### config.mk
export PLATFORM = sky130hd
export DESIGN_NAME = sp_bsram_ctrl_flat
export DESIGN_NICKNAME = d
export VERILOG_FILES = /design/src/rtl/sp_bsram_pkg.sv /design/src/rtl/sp_bsram_ctrl_if.sv /design/src/rtl/sp_rsp_fifo.sv /design/src/rtl/sp_bsram_ctrl.sv /design/src/flat_wrapper.sv
export SDC_FILE = /design/constraint.sdc
export NUM_CORES = 1
export LEC_CHECK = 0
export CORE_ASPECT_RATIO = 0.8
export CORE_MARGIN = 5
export CORE_UTILIZATION = 49
export CTS_CLUSTER_SIZE = 28
export DETAILED_ROUTE_END_ITERATION = 16
export PLACE_DENSITY = 0.8
export SYNTH_ARGS = -nofsm -noshare
export SYNTH_HDL_FRONTEND = slang
export SYNTH_HIERARCHICAL = 1
export SYNTH_SLANG_ARGS = --single-unit
export TNS_END_PERCENT = 10
### constraint.sdc
create_clock -name CLK -period 5.4 [get_ports CLK]
set_input_delay 0.81 -clock CLK [delete_from_list [all_inputs] [get_ports CLK]]
set_output_delay 0.81 -clock CLK [all_outputs]
set_load 0.05 [all_outputs]
### src/rtl/sp_bsram_pkg.sv
// Shared widths, request record and latency helper for the SP BSRAM request controller.
package sp_bsram_pkg;

    localparam int WordAddrWidth = 9;
    localparam int BeWidth       = 4;
    localparam int SpAdWidth     = 14;
    localparam int DataWidth     = 32;

    typedef struct packed {
        logic                     we;
        logic [WordAddrWidth-1:0] addr;
        logic [BeWidth-1:0]       be;
        logic [DataWidth-1:0]     wdata;
    } sp_req_t;

    function automatic int read_latency(input logic out_reg);
        return out_reg ? 2 : 1;
    endfunction

endpackage

### src/rtl/sp_bsram_ctrl_if.sv
// Request/response valid-ready streams between the local-memory arbiter and one BSRAM controller.
interface sp_bsram_ctrl_if import sp_bsram_pkg::*; ();

    logic                     req_valid_i;
    logic                     req_ready_o;
    logic                     req_we_i;
    logic [WordAddrWidth-1:0] req_addr_i;
    logic [BeWidth-1:0]       req_be_i;
    logic [DataWidth-1:0]     req_wdata_i;
    logic                     rsp_valid_o;
    logic                     rsp_ready_i;
    logic [DataWidth-1:0]     rsp_rdata_o;

    modport master (
        output req_valid_i, req_we_i, req_addr_i, req_be_i, req_wdata_i, rsp_ready_i,
        input  req_ready_o, rsp_valid_o, rsp_rdata_o
    );

    modport slave (
        input  req_valid_i, req_we_i, req_addr_i, req_be_i, req_wdata_i, rsp_ready_i,
        output req_ready_o, rsp_valid_o, rsp_rdata_o
    );

endinterface

### src/rtl/sp_rsp_fifo.sv
// Registered synchronous response FIFO; head entry drives dout directly.
module sp_rsp_fifo import sp_bsram_pkg::*; #(
    parameter int Depth = 4,
    parameter int Width = DataWidth
) (
    input  logic             clk,
    input  logic             rst,
    input  logic             push,
    input  logic [Width-1:0] din,
    input  logic             pop,
    output logic [Width-1:0] dout,
    output logic             full,
    output logic             empty
);

    localparam int PtrW = (Depth > 1) ? $clog2(Depth) : 1;
    localparam int CntW = $clog2(Depth + 1);
    localparam logic [PtrW-1:0] LastPtr = PtrW'(Depth - 1);

    logic [Width-1:0] mem [Depth];
    logic [PtrW-1:0]  wptr;
    logic [PtrW-1:0]  rptr;
    logic [CntW-1:0]  count;
    logic             do_pop;

    assign do_pop = pop && !empty;
    assign full   = (count == CntW'(Depth));
    assign empty  = (count == '0);
    assign dout   = mem[rptr];

    always_ff @(posedge clk or posedge rst) begin
        if (rst) begin
            wptr  <= '0;
            rptr  <= '0;
            count <= '0;
            for (int i = 0; i < Depth; i++) begin
                mem[i] <= '0;
            end
        end else begin
            if (push) begin
                mem[wptr] <= din;
                wptr      <= (wptr == LastPtr) ? '0 : wptr + PtrW'(1);
            end
            if (do_pop) begin
                rptr <= (rptr == LastPtr) ? '0 : rptr + PtrW'(1);
            end
            if (push && !do_pop) begin
                count <= count + CntW'(1);
            end else if (do_pop && !push) begin
                count <= count - CntW'(1);
            end
        end
    end

endmodule

### src/rtl/sp_bsram_ctrl.sv
// Request-side controller for one Gowin SP BSRAM (512 x 32): drives the port pins,
// tracks read latency and returns read data in order with credit-based flow control.
module sp_bsram_ctrl import sp_bsram_pkg::*; #(
    parameter logic       OutReg   = 1'b1,
    parameter int         RspDepth = 4,
    parameter logic [2:0] BlkSel   = 3'b000
) (
    input  logic                 CLK,
    input  logic                 RESET,
    sp_bsram_ctrl_if.slave       bus,
    input  logic [DataWidth-1:0] sp_do_i,
    output logic [DataWidth-1:0] sp_di_o,
    output logic [SpAdWidth-1:0] sp_ad_o,
    output logic [2:0]           sp_blksel_o,
    output logic                 sp_wre_o,
    output logic                 sp_ce_o,
    output logic                 sp_oce_o,
    output logic                 sp_reset_o
);

    localparam int Lat = read_latency(OutReg);
    localparam int CrW = $clog2(RspDepth + 1);

    sp_req_t        req;
    logic [CrW-1:0] credits;
    logic [Lat-1:0] tok;
    logic           accept;
    logic           rd_accept;
    logic           rsp_hs;
    logic           fifo_push;
    logic           fifo_full;
    logic           fifo_empty;

    assign req = {bus.req_we_i, bus.req_addr_i, bus.req_be_i, bus.req_wdata_i};

    assign bus.req_ready_o = (credits != '0);
    assign accept          = bus.req_valid_i && bus.req_ready_o && !RESET;
    assign rd_accept       = accept && !req.we;
    assign rsp_hs          = bus.rsp_valid_o && bus.rsp_ready_i;

    // Reads carry all-ones byte lanes so the full word is presented on DO.
    assign sp_ce_o     = accept;
    assign sp_wre_o    = accept && req.we;
    assign sp_ad_o     = {req.addr, 1'b0, (req.we ? req.be : 4'hF)};
    assign sp_di_o     = req.wdata;
    assign sp_blksel_o = BlkSel;
    assign sp_reset_o  = RESET;
    assign sp_oce_o    = OutReg ? tok[0] : 1'b1;

    always_ff @(posedge CLK or posedge RESET) begin
        if (RESET) begin
            credits <= CrW'(RspDepth);
        end else if (rd_accept && !rsp_hs) begin
            credits <= credits - CrW'(1);
        end else if (rsp_hs && !rd_accept) begin
            credits <= credits + CrW'(1);
        end
    end

    generate
        if (Lat == 1) begin : g_pipe_l1
            always_ff @(posedge CLK or posedge RESET) begin
                if (RESET) begin
                    tok <= '0;
                end else begin
                    tok <= rd_accept;
                end
            end
        end else begin : g_pipe_ln
            always_ff @(posedge CLK or posedge RESET) begin
                if (RESET) begin
                    tok <= '0;
                end else begin
                    tok <= {tok[Lat-2:0], rd_accept};
                end
            end
        end
    endgenerate

    assign fifo_push       = tok[Lat-1];
    assign bus.rsp_valid_o = !fifo_empty;

    sp_rsp_fifo #(
        .Depth (RspDepth),
        .Width (DataWidth)
    ) u_rsp_fifo (
        .clk   (CLK),
        .rst   (RESET),
        .push  (fifo_push),
        .din   (sp_do_i),
        .pop   (rsp_hs),
        .dout  (bus.rsp_rdata_o),
        .full  (fifo_full),
        .empty (fifo_empty)
    );

    // Credits bound outstanding reads to the FIFO depth, so a full-FIFO push is a design bug.
    assert property (@(posedge CLK) disable iff (RESET) !(fifo_push && fifo_full));

endmodule

### src/flat_wrapper.sv
// flat-port wrapper written by rule: the top's interface ports become plain ports
module sp_bsram_ctrl_flat import sp_bsram_pkg::*;
#(
    parameter logic       OutReg   = 1'b1,
    parameter int         RspDepth = 4,
    parameter logic [2:0] BlkSel   = 3'b000
)
  (CLK, RESET, sp_do_i, sp_di_o, sp_ad_o, sp_blksel_o, sp_wre_o, sp_ce_o, sp_oce_o, sp_reset_o, bus_req_valid_i, bus_req_we_i, bus_req_addr_i, bus_req_be_i, bus_req_wdata_i, bus_rsp_ready_i, bus_req_ready_o, bus_rsp_valid_o, bus_rsp_rdata_o);
  sp_bsram_ctrl_if bus_i ();
  input  logic CLK;
  input  logic RESET;
  input  logic [DataWidth-1:0] sp_do_i;
  output logic [DataWidth-1:0] sp_di_o;
  output logic [SpAdWidth-1:0] sp_ad_o;
  output logic [2:0] sp_blksel_o;
  output logic sp_wre_o;
  output logic sp_ce_o;
  output logic sp_oce_o;
  output logic sp_reset_o;
  input wire logic [$bits(bus_i.req_valid_i)-1:0] bus_req_valid_i;
  input wire logic [$bits(bus_i.req_we_i)-1:0] bus_req_we_i;
  input wire logic [$bits(bus_i.req_addr_i)-1:0] bus_req_addr_i;
  input wire logic [$bits(bus_i.req_be_i)-1:0] bus_req_be_i;
  input wire logic [$bits(bus_i.req_wdata_i)-1:0] bus_req_wdata_i;
  input wire logic [$bits(bus_i.rsp_ready_i)-1:0] bus_rsp_ready_i;
  output wire logic [$bits(bus_i.req_ready_o)-1:0] bus_req_ready_o;
  output wire logic [$bits(bus_i.rsp_valid_o)-1:0] bus_rsp_valid_o;
  output wire logic [$bits(bus_i.rsp_rdata_o)-1:0] bus_rsp_rdata_o;
  assign bus_i.req_valid_i = bus_req_valid_i;
  assign bus_i.req_we_i = bus_req_we_i;
  assign bus_i.req_addr_i = bus_req_addr_i;
  assign bus_i.req_be_i = bus_req_be_i;
  assign bus_i.req_wdata_i = bus_req_wdata_i;
  assign bus_i.rsp_ready_i = bus_rsp_ready_i;
  assign bus_req_ready_o = bus_i.req_ready_o;
  assign bus_rsp_valid_o = bus_i.rsp_valid_o;
  assign bus_rsp_rdata_o = bus_i.rsp_rdata_o;
  sp_bsram_ctrl #(.OutReg(OutReg), .RspDepth(RspDepth), .BlkSel(BlkSel)) u_core (.CLK(CLK), .RESET(RESET), .bus(bus_i), .sp_do_i(sp_do_i), .sp_di_o(sp_di_o), .sp_ad_o(sp_ad_o), .sp_blksel_o(sp_blksel_o), .sp_wre_o(sp_wre_o), .sp_ce_o(sp_ce_o), .sp_oce_o(sp_oce_o), .sp_reset_o(sp_reset_o));
endmodule
# ---- Yosys cells after proc, flatten, opt, wreduce, memory -nomap -nowiden
# Index checks and enable logic that the tools add are counted.
dict set report op_classes {
  n_eq_ne 2
  n_lt_le_gt_ge 3
  n_addsub 6
  n_reduce_logical 22
  bitwise 2
  n_mux 13
}
# operator count
set op_table {}
lappend op_table {{bitwise mux 128 bit} 1}
lappend op_table {{2-to-1 mux 32 bit} 3}
lappend op_table {{binary-select mux 32 bit (select 2 bit)} 1}
lappend op_table {{demux 32 bit (select 2 bit)} 1}
lappend op_table {{2-to-1 mux 3 bit} 4}
lappend op_table {{logical AND 1 bit} 11}
lappend op_table {{logical NOT 1 bit} 7}
lappend op_table {{adder 3 x 1 -> 3 bit (second input constant)} 2}
lappend op_table {{>= comparator 3 bit (second input constant)} 2}
lappend op_table {{inverter 2 -> 3 bit} 2}
lappend op_table {{subtractor 3 x 1 -> 3 bit (second input constant)} 2}
lappend op_table {{adder 2 x 1 -> 2 bit (second input constant)} 2}
lappend op_table {{equality test 2 bit (second input constant)} 2}
lappend op_table {{2-to-1 mux 2 bit} 2}
lappend op_table {{2-to-1 mux 4 bit} 1}
lappend op_table {{nonzero test 2 bit} 2}
lappend op_table {{logical NOT 3 bit} 1}
lappend op_table {{< comparator 3 x 1 -> 1 bit (second input constant)} 1}
lappend op_table {{nonzero test 3 bit} 1}
dict set report word_totals {
  reg_bits 140
}

# ---- Depth between registers and ports, before layout
# Gate-level depths: netlist (run 1).
dict set report logic_depth {
  depth_word 8
  ltp_mapped 11
  mapped_depth_nobuf 11
}

# ---- By module
# Netlist (run 1), hierarchy kept.
# module seq_area_each_um2 cells_each n_inst area_each_um2
set modules_own_cells {}
lappend modules_own_cells {sp_rsp_fifo 3378.2 346 1 5924.4}
lappend modules_own_cells {sp_bsram_ctrl 126.4 74 1 636.9}

# ---- Least setup slack after synthesis (run 1)
# No wires, ideal clock.
dict set report synth_timing {
  path_type {input -> register}
  start {input RESET}
  end {register u_core.credits[2]}
  slack_ns 2.885
  arrival_time_ns 2.440
  setup_time_ns 0.075
  path_buffers 0
  stages 9
  path_cell_list {inv_1 -> and3_4 -> nor2b_1 -> ha_1 -> inv_1 -> fa_1 -> xor2_1 -> nor2_1 -> xor2_1}
}
dict set report synth_via {
  elab_chain_cells 6
}
# item line_no
set synth_lines {}
lappend synth_lines {{start: declaration} flat_wrapper.sv:11} ;# input logic RESET;
lappend synth_lines {{logical NOT 1 bit (*)} sp_bsram_ctrl.sv:37} ;# assign accept = bus.req_valid_i && bus.req_ready_o && !RESET;
lappend synth_lines {{logical AND 1 bit (*)} sp_bsram_ctrl.sv:37}
lappend synth_lines {{net sp_ce_o} flat_wrapper.sv:17} ;# output logic sp_ce_o;
lappend synth_lines {{logical AND 1 bit (*)} sp_bsram_ctrl.sv:38} ;# assign rd_accept = accept && !req.we;
lappend synth_lines {{net u_core.rd_accept} sp_bsram_ctrl.sv:28} ;# logic rd_accept;
lappend synth_lines {{logical NOT 1 bit} sp_bsram_ctrl.sv:55} ;# end else if (rsp_hs && !rd_accept) begin
lappend synth_lines {{logical AND 1 bit} sp_bsram_ctrl.sv:55}
lappend synth_lines {{nonzero test 2 bit (no source line)} -}
lappend synth_lines {{end signal: assignment} sp_bsram_ctrl.sv:52} ;# credits <= CrW'(RspDepth);
lappend synth_lines {{end signal: assignment} sp_bsram_ctrl.sv:54} ;# credits <= credits - CrW'(1);
lappend synth_lines {{end signal: assignment} sp_bsram_ctrl.sv:56} ;# credits <= credits + CrW'(1);
lappend synth_lines {{end: declaration} sp_bsram_ctrl.sv:25} ;# logic [CrW-1:0] credits;
# Mark *: on every way through the listed nets, which the timed path passes. The rest lies on a longest branch.
# A chain may end at the register's enable or synchronous reset.

# ---- Worst setup path in the final report (run 1)
dict set report layout_timing {
  start {register u_core.u_rsp_fifo.rptr[0]}
  end {output bus_rsp_rdata_o[19]}
}
dict set report layout_via {
  elab_chain_cells 4
}
# item line_no
set layout_lines {}
lappend layout_lines {{start: declaration} sp_rsp_fifo.sv:22} ;# logic [PtrW-1:0] rptr;
lappend layout_lines {{start signal: assignment} sp_rsp_fifo.sv:45} ;# rptr <= (rptr == LastPtr) ? '0 : rptr + PtrW'(1);
lappend layout_lines {{inverter 2 -> 3 bit (implied by the code)} sp_rsp_fifo.sv:29} ;# assign dout = mem[rptr];
lappend layout_lines {{binary-select mux 32 bit (select 2 bit)} sp_rsp_fifo.sv:29}
lappend layout_lines {{2-to-1 mux 32 bit (implied by the code) (2 in series)} sp_rsp_fifo.sv:29}
lappend layout_lines {{end: declaration} flat_wrapper.sv:28} ;# output wire logic [$bits(bus_i.rsp_rdata_o)-1:0] bus_rsp_rdata_o;
# No other way between the ends. The select of a mux whose other input is x is not followed.

==> run_results.csv, run 1 <==
group,metric,value,unit
timing,final.period_utilization,70.4,%
min_path,min_path_type,"reg -> reg",
route,drc,0,
layout,post-route-cell-area,0.00775,mm²
timing,maxSlewViolCount,0,
worst_setup_path,reg2reg_slack,3.20,ns
layout,area_growth,18.3,%
cts,clock_pin_transition_on_the_worst_setup_and_hold_timing_paths,0.06,ns
worst_setup_path,critPathMaxStageDelay,0.86,ns
min_path,min_path_cells,0,
worst_setup_path,crit_path_launch_type,"flip-flop",
timing,timing.final.crit_period,3.80,ns
layout,nFillCells,991,
route,detail_route.first_pass.iterations,4,
pwr,ir_worst_vdd,0.000486,V
floorplan,io_pins,169,
logic_synthesis,synth-warning-count,6,
floorplan,dieHeight,113,µm
global_route,global_route.usage.total,17.0,%
layout,multi_input_logic_area,0.00254,mm²
layout,nNetsFinal,552,
timing,worst_clock_skew,0.00857,ns
floorplan,core_footprint,0.0130,mm²
cts,htree_num_levels,4,
placement,io_buffers,82,
min_path,hold_end,"u_core/tok[1]$_DFF_PP0_",
timing,hold_viol_final,0,
floorplan,floorplan.die_area,0.0158,mm²
pwr,power.leakage,3.21,nW
logic_synthesis,syn-instance-count,419,
worst_setup_path,endpoint_kind,"primary output",
worst_setup_path,critical_path_arrival,2.99,ns
worst_setup_path,rr_worst_depth,11,
global_route,grt_pass1_wl,21.3,mm
global_route,maximum_number_of_pins_on_one_net_before_global_route_repair,67,
timing,setup_viol,0,
route,wl_per_cell,19.6,µm
timing,worst-slew-pin-transition,0.970,ns
global_route,grt_most_used_layer,"met2",
floorplan,dieWidth,139,µm
route,post_drt_via_cell_ratio,5.34,
pwr,design_power_total,5.78,mW
worst_setup_path,cp_data_required_time,4.59,ns
timing,achievable-frequency,263,MHz
worst_setup_path,r2r_end,"u_core/u_rsp_fifo/count[2]$_DFFE_PP0P_",
placement,placement.cell_area,0.00716,mm²
cts,clock-sinks,140,
cts,worst_skew_pair_latency,0.40,ns
run_status,run_status,"completed",
worst_setup_path,worstSetupStartpoint,"u_core/u_rsp_fifo/rptr[0]$_DFFE_PP0P_",
floorplan,initial_utilization,50.6,%
cts,clk_root_buffer_cell,"clkbuf_16",
timing,setup_repair_after_global_routing_missed_its_margin,"no",
route,vias,3464,
logic_synthesis,synthesis.area,0.00655,mm²
pwr,cellPowerDensity,746,mW/mm²
logic_synthesis,synthesis.area_per_instance,15.6,µm²
global_route,grt_use_met3,5.70,%
cts,tritoncts_clock_tree,"built",
layout,final_cell_mix,"dfrtp_1, mux2_2, clkdlybuf4s50_1",
worst_setup_path,critPathKind,"reg -> out",
worst_setup_path,critPathMaxFanout,21,
global_route,globalRouteMet2Util,28.3,%
job,drv_cap,0,
floorplan,std_cell_rows,37,
route,drt-total-wl,12.7,mm
min_path,hold_path_startpoint,"u_core/tok[0]$_DFF_PP0_",
global_route,grt_overflow,0,
cts,clockBufferDepth,2,
worst_setup_path,critical_path.cell_chain,"buf_4 > mux4_2 > clkdlybuf4s50_1",
cts,cts_resized,0,
layout,layout-drive-gt1-share,43.5,%
cts,cts_hold_buffers,0,
timing,tns,0,ns
layout,mostFrequentLayoutCell,"dfrtp_1",
placement,place_hpwl,8.21,mm
layout,antenna_cells,0,
global_route,number_of_global_route_vias_before_repair,4108,
global_route,antenna_found_initial,0,
route,final_antenna_net_count,0,
cts,cts_post_setup_buffers_inserted,0,
worst_setup_path,timing.rr.start,"u_core/u_rsp_fifo/count[0]$_DFFE_PP0P_",
placement,global_placer_s_final_weighted_congestion,0.728,
route,initialDrtViolationCount,162,
timing,relSlewSlack,35.1,%
layout,ff_latch_area,0.00351,mm²
cts,cts_inserted_buffers,17,
worst_setup_path,crit_path_top_delay_cell,"dfrtp_2",
global_route,grt_util_met1,21.0,%
[cell type report]
class	instances	area share, %
sequential	140	45.2
multi-input combinational	206	32.8
timing repair buffer	86	11.0
clock buffer	21	5.81
tap	175	2.83
clock inverter	11	1.86
inverter	10	0.517
[worst max path at each step]
stage / end / slack (ns) / cells after the start
after floorplan: u_core/u_rsp_fifo/count[0]$_DFFE_PP0P_ / 0.98 / 1
after global placement: sp_wre_o / 1.97 / 5
after detailed placement: sp_wre_o / 1.92 / 5
after CTS: bus_rsp_rdata_o[16] / 1.51 / 3
after global routing: bus_rsp_rdata_o[19] / 1.38 / 3
final: bus_rsp_rdata_o[19] / 1.60 / 3
[where the power goes]
group / internal, mW / total [mW] / switching [mW]
Combinational: 1.25 / 2.69 / 1.44
Clock: 0.736 / 1.16 / 0.424
Sequential: 1.59 / 1.93 / 0.342
Total: 3.58 / 5.78 / 2.20
[worst max-delay path: cells and delay by family, from the launching register on]
kind / cells / cell delay [ns]
mux: 1 / 0.58
buf+inv: 2 / 1.13
flops: 1 / 0.86
[per-layer routing]
metal | vias up | share of wire, %
li1 | 1532 | -
met1 | 1823 | 43
met2 | 82 | 50
met3 | 27 | 5.6
met4 | 0 | 1.5
met5 | - | 0
[flip-flops by register name, indices dropped and copies added, names as in the netlist]
register                 count
u_core/credits               3
u_core/tok                   2
u_core/u_rsp_fifo/count      3
u_core/u_rsp_fifo/mem      128
u_core/u_rsp_fifo/rptr       2
u_core/u_rsp_fifo/wptr       2
[metrics by stage]
step | util [%] | setup WS, ns | hold slack (ns) | std cells
after CTS | 59.8 | 1.51 | 0.388 | 649
after floorplan | - | 0.979 | 0.469 | 422
after global placement | 55.2 | 1.97 | 0.362 | 617
after global routing | 59.8 | 1.38 | 0.400 | 649
after detailed placement | 55.2 | 1.92 | 0.366 | 617
final | 59.8 | 1.60 | 0.380 | 649
(Power assumes the default switching activity.)
==> run 2: changes to the inputs <==
--- a/config.mk
+++ b/config.mk
@@ -7,10 +7,10 @@
 export LEC_CHECK = 0
 export CORE_ASPECT_RATIO = 0.8
 export CORE_MARGIN = 5
-export CORE_UTILIZATION = 49
+export CORE_UTILIZATION = 44
 export CTS_CLUSTER_SIZE = 28
 export DETAILED_ROUTE_END_ITERATION = 16
-export PLACE_DENSITY = 0.8
+export PLACE_DENSITY = 0.76
 export SYNTH_ARGS = -nofsm -noshare
 export SYNTH_HDL_FRONTEND = slang
 export SYNTH_HIERARCHICAL = 1
==> constraint.sdc (replaced) <==
create_clock -name CLK -period 3.1 [get_ports CLK]
set_input_delay 0.465 -clock CLK [delete_from_list [all_inputs] [get_ports CLK]]
set_output_delay 0.465 -clock CLK [all_outputs]
set_load 0.05 [all_outputs]
==> run_results.csv, run 2 (synthesis results as in run 1) <==
group,metric,value,unit
worst_setup_path,critical_path_arrival,2.43,ns
route,drt-total-wl,12.9,mm
worst_setup_path,cp_data_required_time,2.63,ns
layout,max_flop_register,"u_core/u_rsp_fifo/mem",
layout,postLayoutCoreUtil,54.0,%
timing,timing.final.crit_period,2.90,ns
timing,setup_viol,0,
worst_setup_path,reg2reg_slack,0.84,ns
timing,worst-slew-pin-transition,0.957,ns
pwr,p_comb_share,47.8,%
min_path,min_path_cells,0,
cts,htree_num_levels,4,
timing,worst_setup_margin,0.201,ns
cts,tritoncts_clock_tree,"built",
timing,achievable-frequency,345,MHz
placement,place_hpwl,8.31,mm
global_route,antenna_found_initial,0,
worst_setup_path,rr_worst_depth,11,
cts,cts_post_setup_buffers_inserted,0,
timing,relSlewSlack,36.0,%
layout,largest_reg_flops,128,
job,drv_cap,0,
floorplan,initial_utilization,45.4,%
route,detail_route.first_pass.iterations,4,
pwr,clock_power_share,19.5,%
route,drc,0,
timing,maxSlewViolCount,0,
floorplan,dieWidth,146,µm
cts,clk_root_buffer_cell,"clkbuf_16",
global_route,number_of_global_route_vias_before_repair,4000,
global_route,global_route.usage.total,15.7,%
min_path,hold_end,"u_core/tok[1]$_DFF_PP0_",
layout,nFillCells,1128,
worst_setup_path,timing.rr.start,"u_core/u_rsp_fifo/count[0]$_DFFE_PP0P_",
cts,clockBufferDepth,2,
pwr,internal-power,6.17,mW
floorplan,dieHeight,119,µm
pwr,power.leakage,3.23,nW
route,initialDrtViolationCount,130,
cts,cts_resized,0,
placement,global_placer_s_final_weighted_congestion,0.714,
timing,hold_viol_final,0,
placement,dp_cells,631,
cts,cts_inserted_buffers,17,
global_route,grt_pass1_wl,21.5,mm
layout,nNetsFinal,557,
worst_setup_path,r2r_end,"u_core/u_rsp_fifo/count[2]$_DFFE_PP0P_",
cts,clock-sinks,140,
pwr,cellPowerDensity,1290,mW/mm²
worst_setup_path,endpoint_kind,"primary output",
pwr,pwr-share-seq,32.7,%
global_route,grt_overflow,0,
timing,worst_clock_skew,0.0112,ns
floorplan,io_pins,169,
worst_setup_path,crit_path_launch_type,"flip-flop",
layout,final_cells,663,
layout,antenna_cells,0,
route,final_antenna_net_count,0,
worst_setup_path,critPathKind,"reg -> out",
global_route,maximum_number_of_pins_on_one_net_before_global_route_repair,136,
min_path,hold_path_startpoint,"u_core/tok[0]$_DFF_PP0_",
route,post_drt_via_cell_ratio,5.27,
layout,mostFrequentLayoutCell,"dfrtp_1",
layout,area_growth,19.1,%
timing,setup_repair_after_global_routing_missed_its_margin,"no",
layout,final_cell_mix,"dfrtp_1, mux2_2, clkdlybuf4s50_1",
worst_setup_path,critPathMaxFanout,20,
pwr,switching_part_of_the_total,38.6,%
timing,final.period_utilization,93.5,%
placement,io_buffers,82,
cts,cts_hold_buffers,0,
cts,clock_pin_transition_on_the_worst_setup_and_hold_timing_paths,0.06,ns
placement,detailedPlace.worstSlack,0.327,ns
layout,layout-drive-gt1-share,44.7,%
cts,worst_skew_pair_latency,0.41,ns
floorplan,std_cell_rows,39,
min_path,min_path_type,"reg -> reg",
route,wl_per_cell,19.5,µm
run_status,run_status,"completed",
floorplan,core_footprint,0.0144,mm²
pwr,ir_worst_vdd,0.000959,V
pwr,power.net_switching,3.88,mW
timing,tns,0,ns
layout,reg_top3,"u_core/u_rsp_fifo/mem (128), u_core/credits (3), u_core/u_rsp_fifo/count (3)",
floorplan,floorplan.die_area,0.0175,mm²
route,vias,3497,
[run 2: changes by cell type in the layout (fill, tap and decap cells not counted), sizes merged]
cell	before	now
inv	10	11
clkbuf	21	19
clkinv	4	5
clkdlybuf4s50	82	81
buf	4	10
clkinvlp	4	5
bufinv	3	2
[run 2: worst max-delay path by stage]
stage                                          startpoint                             to
floorplan                   u_core/credits[2]$_DFFE_PP1P_  u_core/credits[2]$_DFFE_PP1P_
global placement                                    RESET  u_core/credits[2]$_DFFE_PP1P_
detailed placement                                  RESET  u_core/credits[2]$_DFFE_PP1P_
CTS                 u_core/u_rsp_fifo/rptr[0]$_DFFE_PP0P_            bus_rsp_rdata_o[18]
global route        u_core/u_rsp_fifo/rptr[0]$_DFFE_PP0P_            bus_rsp_rdata_o[23]
finish              u_core/u_rsp_fifo/rptr[0]$_DFFE_PP0P_            bus_rsp_rdata_o[18]
[run 2: stage by stage]
stage	instance area (µm²)	total power [mW]	hold WS (ns)
after global placement	7230	7.96	0.370
final	7810	10.0	0.385
after global routing	7810	10.6	0.396
after CTS	7810	10.2	0.367
after detailed placement	7230	8.14	0.373
after floorplan	6570	6.93	0.251
[run 2: routing by layer]
metal | share of wire (%) | track usage [%] | vias up
met3 | 5.5 | 5.62 | 24
li1 | - | - | 1552
met1 | 44 | 19.7 | 1834
met5 | 0 | 0 | -
met4 | 1.3 | 4.76 | 0
met2 | 49 | 25.8 | 87
[run 2: worst max-delay path, stage by stage (launching register included)]
cell	delay [ns]
dfrtp_2	0.35
buf_4	0.36
mux4_2	0.59
clkdlybuf4s50_1	0.72
[run 2: layout make-up]
type / instances / area [µm²] / share of cell area [%]
Timing Repair Buffer: 91 / 911 / 11.7
Inverter: 10 / 41.3 / 0.529
Sequential cell: 140 / 3510 / 44.9
Tap cell: 184 / 230 / 2.95
Multi-Input combinational cell: 206 / 2540 / 32.5
Clock inverter: 13 / 144 / 1.84
Clock buffer: 19 / 433 / 5.55
[run 2: power groups by stage]
stage | clock [mW] | sequential (mW) | combinational, mW
global placement | 0 | 3.23 | 4.73
floorplan | 0 | 3.09 | 3.83
detailed placement | 0 | 3.31 | 4.83
global route | 2.09 | 3.41 | 5.07
CTS | 2.01 | 3.29 | 4.86
finish | 1.96 | 3.29 | 4.80
